### config.mk
export PLATFORM = sky130hd
export DESIGN_NAME = melody_sequencer_flat
export DESIGN_NICKNAME = d
export VERILOG_FILES = /design/src/rtl/melody_sequencer_pkg.sv /design/src/rtl/melody_sequencer_if.sv /design/src/rtl/melody_sequencer_rom.sv /design/src/rtl/melody_sequencer.sv /design/src/flat_wrapper.sv
export SDC_FILE = /design/constraint.sdc
export NUM_CORES = 1
export LEC_CHECK = 0
export ABC_AREA = 1
export BUFFER_PORTS_ARGS = -buffer_cell sky130_fd_sc_hd__buf_2
export CAP_MARGIN = 15
export CORE_MARGIN = 3
export CORE_UTILIZATION = 30
export CTS_CLUSTER_DIAMETER = 80
export DETAILED_ROUTE_END_ITERATION = 7
export PLACE_DENSITY_LB_ADDON = 0.1
export SETUP_SLACK_MARGIN = 0.5
export SKIP_LAST_GASP = 1
export SLEW_MARGIN = 20
export SYNTH_ARGS = -nofsm -noshare
export SYNTH_HDL_FRONTEND = slang
export SYNTH_SLANG_ARGS = --single-unit
### constraint.sdc
create_clock -name synth_clk -period 1.8 [get_ports synth_clk]
set_clock_uncertainty 0.1 [all_clocks]
set_input_delay 0.09 -clock synth_clk [delete_from_list [all_inputs] [get_ports synth_clk]]
set_output_delay 0.09 -clock synth_clk [all_outputs]
set_load 0.01 [all_outputs]
### src/rtl/melody_sequencer_pkg.sv
// Shared definitions for the melody sequencer: FSM encodings, ROM entry layout,
// note pitch codes and the default song table.
package melody_sequencer_pkg;

  localparam int HP_W    = 7;
  localparam int DUR_W   = 4;
  localparam int ENTRY_W = HP_W + DUR_W;

  localparam logic [DUR_W-1:0] DUR_END = '0;

  localparam logic [2:0] S_IDLE  = 3'd0;
  localparam logic [2:0] S_LOAD  = 3'd1;
  localparam logic [2:0] S_FETCH = 3'd2;
  localparam logic [2:0] S_PLAY  = 3'd3;
  localparam logic [2:0] S_GAP   = 3'd4;
  localparam logic [2:0] S_DONE  = 3'd5;

  // Half-period codes: a smaller code gives a higher pitch.
  localparam logic [HP_W-1:0] NOTE_C4 = 7'd120;
  localparam logic [HP_W-1:0] NOTE_E4 = 7'd95;
  localparam logic [HP_W-1:0] NOTE_G4 = 7'd80;
  localparam logic [HP_W-1:0] NOTE_C5 = 7'd60;
  localparam logic [HP_W-1:0] NOTE_G5 = 7'd40;
  localparam logic [HP_W-1:0] NOTE_C6 = 7'd30;
  localparam logic [HP_W-1:0] NOTE_REST = 7'd0;

  typedef struct packed {
    logic [HP_W-1:0]  hp;
    logic [DUR_W-1:0] dur;
  } entry_t;

  function automatic entry_t song_entry(input int unsigned addr);
    entry_t e;
    e = '0;
    case (addr)
      0:       e = '{hp: 7'd20,     dur: 4'd2};
      1:       e = '{hp: NOTE_REST, dur: 4'd1};
      2:       e = '{hp: 7'd10,     dur: 4'd3};
      default: e = '{hp: NOTE_REST, dur: DUR_END};
    endcase
    return e;
  endfunction

endpackage

### src/rtl/melody_sequencer_if.sv
// Control/status bundle between a song controller and the melody sequencer.
interface melody_sequencer_if #(parameter int ADDR_W = 6);
  logic              start;
  logic              stop;
  logic              loop;
  logic [6:0]        hp;
  logic              active;
  logic              busy;
  logic [ADDR_W-1:0] note_idx;
  logic              done;

  modport master (output start, stop, loop,
                  input  hp, active, busy, note_idx, done);
  modport slave  (input  start, stop, loop,
                  output hp, active, busy, note_idx, done);
endinterface

### src/rtl/melody_sequencer_rom.sv
// Synchronous-read song table: entry for i_addr appears one clock later.
module melody_sequencer_rom
  import melody_sequencer_pkg::*;
#(
  parameter int ADDR_W = 6
) (
  input  logic              clk,
  input  logic [ADDR_W-1:0] i_addr,
  output entry_t            o_entry
);

  entry_t r_entry;

  always_ff @(posedge clk) begin
    r_entry <= song_entry(32'(i_addr));
  end

  assign o_entry = r_entry;

endmodule

### src/rtl/melody_sequencer.sv
// Steps through the song ROM and drives half-period code and gate for freq_synth.
//   state | meaning
//   IDLE  | outputs off, waiting for start
//   LOAD  | ROM address = note_idx
//   FETCH | ROM entry valid; decode note or end marker
//   PLAY  | note sounding for dur tempo ticks
//   GAP   | silence for GAP_TICKS ticks, hp held
//   DONE  | one-cycle done pulse, then IDLE
module melody_sequencer
  import melody_sequencer_pkg::*;
#(
  parameter int TICK_DIV  = 1000,
  parameter int GAP_TICKS = 1,
  parameter int ADDR_W    = 6
) (
  input  logic               synth_clk,
  input  logic               rst,
  melody_sequencer_if.slave  bus
);

  localparam int TW = (TICK_DIV > 2) ? $clog2(TICK_DIV) : 1;
  localparam logic [TW-1:0] TICK_LAST = TW'(TICK_DIV - 1);
  localparam logic [7:0]    GAP_LD    = 8'(GAP_TICKS);

  logic [2:0]        r_state;
  logic [TW-1:0]     r_tick_cnt;
  logic [7:0]        r_cnt;
  logic [HP_W-1:0]   r_hp;
  logic              r_active;
  logic              r_done;
  logic [ADDR_W-1:0] r_note_idx;
  logic              w_tick;
  entry_t            w_entry;

  melody_sequencer_rom #(.ADDR_W(ADDR_W)) u_rom (
    .clk     (synth_clk),
    .i_addr  (r_note_idx),
    .o_entry (w_entry)
  );

  assign w_tick = (r_tick_cnt == TICK_LAST);

  always_ff @(posedge synth_clk or posedge rst) begin
    if (rst) begin
      r_state    <= S_IDLE;
      r_tick_cnt <= '0;
      r_cnt      <= '0;
      r_hp       <= '0;
      r_active   <= 1'b0;
      r_done     <= 1'b0;
      r_note_idx <= '0;
    end else begin
      r_done <= 1'b0;
      if (r_state == S_PLAY || r_state == S_GAP)
        r_tick_cnt <= w_tick ? '0 : r_tick_cnt + 1'b1;
      if (bus.stop) begin
        r_state    <= S_IDLE;
        r_hp       <= '0;
        r_active   <= 1'b0;
        r_tick_cnt <= '0;
      end else begin
        case (r_state)
          S_IDLE: if (bus.start) begin
            r_state    <= S_LOAD;
            r_note_idx <= '0;
          end
          S_LOAD: r_state <= S_FETCH;
          S_FETCH: begin
            if (w_entry.dur == DUR_END) begin
              if (bus.loop) begin
                r_note_idx <= '0;
                r_state    <= S_LOAD;
              end else begin
                r_done  <= 1'b1;
                r_state <= S_DONE;
              end
            end else begin
              r_hp       <= w_entry.hp;
              r_active   <= (w_entry.hp != '0);
              r_cnt      <= 8'(w_entry.dur);
              r_tick_cnt <= '0;
              r_state    <= S_PLAY;
            end
          end
          S_PLAY: if (w_tick) begin
            if (r_cnt == 8'd1) begin
              r_active <= 1'b0;
              if (GAP_TICKS > 0) begin
                r_cnt   <= GAP_LD;
                r_state <= S_GAP;
              end else begin
                r_note_idx <= r_note_idx + 1'b1;
                r_state    <= S_LOAD;
              end
            end else begin
              r_cnt <= r_cnt - 8'd1;
            end
          end
          S_GAP: if (w_tick) begin
            if (r_cnt == 8'd1) begin
              r_note_idx <= r_note_idx + 1'b1;
              r_state    <= S_LOAD;
            end else begin
              r_cnt <= r_cnt - 8'd1;
            end
          end
          S_DONE: begin
            r_hp    <= '0;
            r_state <= S_IDLE;
          end
          default: r_state <= S_IDLE;
        endcase
      end
    end
  end

  assign bus.hp       = r_hp;
  assign bus.active   = r_active;
  assign bus.busy     = (r_state != S_IDLE);
  assign bus.note_idx = r_note_idx;
  assign bus.done     = r_done;

endmodule

### src/flat_wrapper.sv
// flat-port wrapper written by rule: the top's interface ports become plain ports
module melody_sequencer_flat import melody_sequencer_pkg::*;
#(
  parameter int TICK_DIV  = 1000,
  parameter int GAP_TICKS = 1,
  parameter int ADDR_W    = 6
)
  (synth_clk, rst, bus_start, bus_stop, bus_loop, bus_hp, bus_active, bus_busy, bus_note_idx, bus_done);
  melody_sequencer_if #(.ADDR_W(ADDR_W)) bus_i ();
  input  logic synth_clk;
  input  logic rst;
  input wire logic [$bits(bus_i.start)-1:0] bus_start;
  input wire logic [$bits(bus_i.stop)-1:0] bus_stop;
  input wire logic [$bits(bus_i.loop)-1:0] bus_loop;
  output wire logic [$bits(bus_i.hp)-1:0] bus_hp;
  output wire logic [$bits(bus_i.active)-1:0] bus_active;
  output wire logic [$bits(bus_i.busy)-1:0] bus_busy;
  output wire logic [$bits(bus_i.note_idx)-1:0] bus_note_idx;
  output wire logic [$bits(bus_i.done)-1:0] bus_done;
  assign bus_i.start = bus_start;
  assign bus_i.stop = bus_stop;
  assign bus_i.loop = bus_loop;
  assign bus_hp = bus_i.hp;
  assign bus_active = bus_i.active;
  assign bus_busy = bus_i.busy;
  assign bus_note_idx = bus_i.note_idx;
  assign bus_done = bus_i.done;
  melody_sequencer #(.TICK_DIV(TICK_DIV), .GAP_TICKS(GAP_TICKS), .ADDR_W(ADDR_W)) u_core (.synth_clk(synth_clk), .rst(rst), .bus(bus_i));
endmodule
# Word-level counts from Yosys, hierarchy flattened
# Cells that the tools add are included.
[word_totals]
wordCells = 90
register_bits = 45
mem_bits_ro = 0
latch_bits = 0
n_memories = 0
ram_bits = 0
[op_classes]
n_eq_ne = 23
n_lt_le_gt_ge = 0
add_sub_neg = 3
n_bitwise = 1
reduce_logical = 15
div = 0
shift = 0
mux = 39
n_mul = 0
[op_table]
columns = ["op", "n"]
rows = [
  ["two-way mux 10 bit", 5],
  ["two-way mux 8 bit", 5],
  ["two-way mux 6 bit", 5],
  ["one-hot mux 9 bit (3 select lines)", 1],
  ["two-way mux 3 bit", 8],
  ["one-hot mux 8 bit (3 select lines)", 1],
  ["one-hot mux 6 bit (3 select lines)", 1],
  ["one-hot mux 3 bit (5 select lines)", 1],
  ["nonzero test 3 bit", 5],
  ["two-way mux 7 bit", 2],
  ["one-hot mux 7 bit (2 select lines)", 1],
  ["inequality test 3 bit (second input constant)", 4],
  ["adder 10 x 1 -> 10 bit (second input constant)", 1],
  ["equality test 10 bit (second input constant)", 1],
  ["inequality test 2 bit (second input constant)", 5],
  ["equality test 8 x 1 -> 1 bit (second input constant)", 1],
  ["two-way mux 1 bit", 8],
  ["subtractor 8 x 1 -> 8 bit (second input constant)", 1],
  ["AND reduction 7 bit", 1],
  ["nonzero test 7 bit", 1],
  ["adder 6 x 1 -> 6 bit (second input constant)", 1],
  ["equality test 3 x 2 -> 1 bit (second input constant)", 2],
  ["equality test 3 bit (second input constant)", 2],
  ["equality test 6 x 1 -> 1 bit (second input constant)", 1],
  ["other kinds (14)", 17],
]

# Depth between registers and ports, before layout
[depth]
word_depth = 6
ltp_mapped = 10
ltp_nobuf = 10

# Hierarchy
# Synthesis repeated with hierarchy kept, for this count alone.
[hier_totals]
cells_unflattened = 330
hier_area_um2 = 2417.3
[modules_own_cells]
columns = ["mod", "cells_each", "area_per_inst_um2", "instances"]
rows = [
  ["melody_sequencer", 307, 2232.1, 1],
  ["melody_sequencer_rom", 23, 185.2, 1],
]

# Least setup slack after synthesis
# Ideal clock, no wire load.
[synth_path]
kind = "register to register"
from = "register u_core.r_state[0]"
to = "register u_core.r_note_idx[2], in the netlist u_core.bus.note_idx[2]"
required_ns = 1.584
slack_ns = 0.294
setup_time_ns = 0.116
t_arrival_ns = 1.289
stages_incl_launch_ff = 11
path_cell_list = "dfrtp_1 > buf_6 > nor2_2 > nand2_1 > buf_6 > inv_4 > nand2_2 > nand3_2 > inv_2 > nand2_1 > nand2_1"
[synth_via]
elab_chain_cells = 3
word_cells_on_any_way = 11
[synth_rtl]
columns = ["item", "line_no", "text"]
rows = [
  ["start, declared", "melody_sequencer.sv:25", "logic [2:0] r_state;"],
  ["start signal, assigned", "melody_sequencer.sv:45", "r_state <= S_IDLE;"],
  ["start signal, assigned", "melody_sequencer.sv:57", "r_state <= S_IDLE;"],
  ["start signal, assigned", "melody_sequencer.sv:64", "r_state <= S_LOAD;"],
  ["equality test 3 bit, or another cell as far along", "melody_sequencer.sv:62", "case (r_state)"],
  ["inequality test 2 x 1 -> 1 bit (no line), or another cell as far along", "-", ""],
  ["AND reduction 7 bit (no line)", "-", ""],
  ["end signal, assigned", "melody_sequencer.sv:92", "r_note_idx <= r_note_idx + 1'b1;"],
  ["end signal, assigned", "melody_sequencer.sv:101", "r_note_idx <= r_note_idx + 1'b1;"],
  ["end, declared", "melody_sequencer.sv:31", "logic [ADDR_W-1:0] r_note_idx;"],
]
# Several ways; a longest one is shown, not always the timed one.
# A chain may end at the register's enable or synchronous reset.

# Worst setup path in the final report
[layout_path]
from = "register u_core.r_tick_cnt[0]"
to = "register u_core.r_cnt[3]"
[layout_via]
elab_chain_cells = 3
word_cells_on_any_way = 4
[layout_rtl]
columns = ["item", "line_no", "text"]
rows = [
  ["start, declared", "melody_sequencer.sv:26", "logic [TW-1:0] r_tick_cnt;"],
  ["start signal, assigned", "melody_sequencer.sv:55", "r_tick_cnt <= w_tick ? '0 : r_tick_cnt + 1'b1;"],
  ["equality test 10 bit *", "melody_sequencer.sv:41", "assign w_tick = (r_tick_cnt == TICK_LAST);"],
  ["inequality test 2 x 1 -> 1 bit (no line)", "-", ""],
  ["AND reduction 6 bit (no line) *", "-", ""],
  ["end signal, assigned", "melody_sequencer.sv:80", "r_cnt <= 8'(w_entry.dur);"],
  ["end signal, assigned", "melody_sequencer.sv:96", "r_cnt <= r_cnt - 8'd1;"],
  ["end signal, assigned", "melody_sequencer.sv:104", "r_cnt <= r_cnt - 8'd1;"],
  ["end, declared", "melody_sequencer.sv:27", "logic [7:0] r_cnt;"],
]
# Mark *: on every way between the ends. The rest lies on a longest branch, timed or not.

==> impl_metrics.env <==
export IMPL_final_cells=468
export IMPL_cp_cell_sequence="ha_2 > nand2_2 > nor2_4 > nand3_4 > nand2_4 > nand2_4 > nor2_4 > o21ai_1 > nand2_1"
export IMPL_clk_latency_ns=0.29
export IMPL_antenna_left=0
export IMPL_io_buffers=17
export IMPL_leakage_nw=1.45
export IMPL_grt_busiest_layer="met2"
export IMPL_drt_total_wl_um=5820
export IMPL_grt_first_pass_wirelength_um=10200
export IMPL_cp_slowest_cell="dfrtp_1"
export IMPL_yosysSeqAreaShare_pct=38.0
export IMPL_place_congestion=0.872
export IMPL_power_mw=3.78
export IMPL_drc=0
export IMPL_use_met2_pct=24.5
export IMPL_drv_slew=0
export IMPL_clk_pin_slew_ns=0.08
export IMPL_syn_area_per_cell_um2=7.09
export IMPL_use_met1_pct=19.6
export IMPL_dr_pass1_iters=4
export IMPL_areaGrowthSynthToFinish_pct=34.9
export IMPL_dp_hpwl_um=3990
export IMPL_mostFrequentLayoutCells="80 x nand2_1, 32 x inv_1, 30 x nor2_1"
export IMPL_yosysTopAreaCellShare_pct=34.4
export IMPL_required_ns=1.92
export IMPL_grt_pass1_vias=2145
export IMPL_crit_arrival_ns=1.73
export IMPL_hold_class="in -> reg"
export IMPL_numClockSinks=35
export IMPL_final_common_cell="nand2_1"
export IMPL_finalSetupViolCount=0
export IMPL_use_met3_pct=3.01
export IMPL_hold_viol_final=0
export IMPL_dieArea_mm2=0.00859
export IMPL_cts_root_buf="clkbuf_8"
export IMPL_finalCritPeriodShare_pct=89.1
export IMPL_fmax_mhz=623
export IMPL_critical_path_max_stage_delay_ns=0.37
export IMPL_yosys_area_top_type="dfrtp_1"
export IMPL_ir_drop_mv=0.374
export IMPL_fp_coreArea_mm2=0.00702
export IMPL_p_per_area_mw_per_mm2=1240
export IMPL_grt_use_total_pct=14.7
export IMPL_vias=2150
export IMPL_numCtsBuffers=5
export IMPL_drive_gt1_share_pct=34.1
export IMPL_htreeDepth=2
export IMPL_antenna_found_initial=0
export IMPL_finalWorstSetupSlack_ns=0.196
export IMPL_cts_buffer_depth=2
export IMPL_yosys_top_cells_area="dfrtp_1 34%, nand2_1 16%, nor2_1 7.0%"
export IMPL_fp_dieH_um=92.7
export IMPL_initial_core_util_pct=32.1
export IMPL_dp_cells=437
export IMPL_cts_tree="done"
export IMPL_cp_end_kind="register"
export IMPL_period_needed_ns=1.60
export IMPL_cp_start_kind="register"
export IMPL_cp_max_fo=5
export IMPL_wl_per_cell_um=12.4
export IMPL_grt_overflow_total=0
export IMPL_nFillCells=752
export IMPL_drt_iter0_drc=52
export IMPL_post_place_ws_ns=-0.0134
export IMPL_ys_ff_latch=35
export IMPL_pin_count=21
export IMPL_finalNetCount=383
export IMPL_die_width_um=92.7
export IMPL_ys_warn_count=0
export IMPL_row_count=30
export IMPL_netlist_area_mm2=0.00225
export IMPL_rsz0062_at_grt="true"
export IMPL_diodes=0
export IMPL_synthCells=318
export IMPL_outcome="finished, final reports clean"
export IMPL_maxCapViolCount=0
export IMPL_grt_max_degree=32
export IMPL_synth_cell_types=33
export IMPL_avgViaCountPerCell=4.59
export IMPL_crit_type="reg -> reg"
==> power breakdown <==
group / leakage (nW) / switching, mW / internal, mW
Sequential: 0.451 / 0.145 / 0.937
Clock: 0.0422 / 0.294 / 0.272
Combinational: 0.959 / 1.29 / 0.845
==> path summary, 6_finish.rpt <==
check	startpoint	endpoint	slack (ns)	depth (start not counted)
max	u_core.r_tick_cnt[0]	u_core.r_cnt[3]	0.20	9
min	bus_stop	u_core.bus.done	0.03	2
max reg2reg	u_core.r_tick_cnt[0]	u_core.r_cnt[3]	0.20	9
min reg2reg	u_core.u_rom.o_entry[6]	u_core.bus.hp[2]	0.37	2
max in group asynchronous	rst	u_core.r_state[1]	0.94	4
min in group asynchronous	rst	u_core.bus.note_idx[5]	0.33	4
==> worst max-delay path, delay by kind of cell (launching register included) <==
kind,cells,cell delay (ns)
adders and majority gates,1,0.20
DFF,1,0.37
and+or+nand+nor,7,0.79
AOI/OAI and AO/OA,1,0.09
==> kinds of logic after synthesis <==
group	share of synthesized area (%)
simple gates	37.0
buf+inv	10.3
flops	38.0
compound gates	8.43
fa+ha+maj	3.88
other cells	0.166
xor+xnor	2.33
==> cell usage after synthesis <==
cell,count
nand2_1,94
nor2_1,42
inv_1,36
dfrtp_1,31
nand3_1,23
a21oi_1,11
o21ai_0,9
o21ai_1,9
ha_1,7
buf_4,5
nand4_1,5
dfxtp_1,4
inv_2,4
buf_6,3
nand2_2,3
nand3_2,3
nor2_2,3
nor3_1,3
xnor2_1,3
xor2_1,3
a211oi_1,2
nand4_4,2
nor2_4,2
o21bai_1,2
a31oi_1,1
clkbuf_1,1
conb_1,1
inv_4,1
nand3b_1,1
nor3b_1,1
o21ai_2,1
or3_1,1
or4_1,1
==> metrics by stage <==
stage          hold slack (ns)  TNS (ns)  area (um^2)  utilization, %
3_3_place_gp             0.119   -0.0101         2540            36.2
6_report                0.0292         0         3040            43.3
5_1_grt                 0.0428         0         3040            43.3
4_1_cts               0.000491         0         2930            41.7
2_1_floorplan           0.0935         0         2310               -
3_5_place_dp             0.108   -0.0134         2540            36.2
==> flip-flops by register name (all words and copies together), names as in the netlist <==
signal / count
u_core.r_tick_cnt: 10
u_core.r_cnt: 8
u_core.bus.note_idx: 6
u_core.u_rom.o_entry: 4
u_core.r_state: 3
u_core.bus.hp: 2
u_core.bus.active: 1
u_core.bus.done: 1
==> repair_timing <==
item                       4_1_cts  5_1_grt
cloned                           2        0
pin swaps                       28       17
hold buffers                     2        0
buffers inserted                16        3
resized for setup               44       25
setup endpoints to repair       34       35
hold endpoints to repair        32        0
==> per-layer routing <==
| metal | share of wire (%) | vias to the layer above |
|---|---|---|
| li1 | - | 1110 |
| met2 | 47 | 24 |
| met5 | 0 | - |
| met3 | 2.6 | 5 |
| met1 | 49 | 1011 |
| met4 | 0.81 | 0 |
==> final cells by class <==
type	instances	area (um^2)	area share (%)
clock inverters	1	5.00	0.165
inverters	41	161	5.31
repair buffers	51	369	12.1
well taps	96	120	3.95
multi-input cells	237	1450	47.6
flip-flops and latches	35	861	28.3
clock buffers	7	76.3	2.51
(Power assumes the default switching activity.)
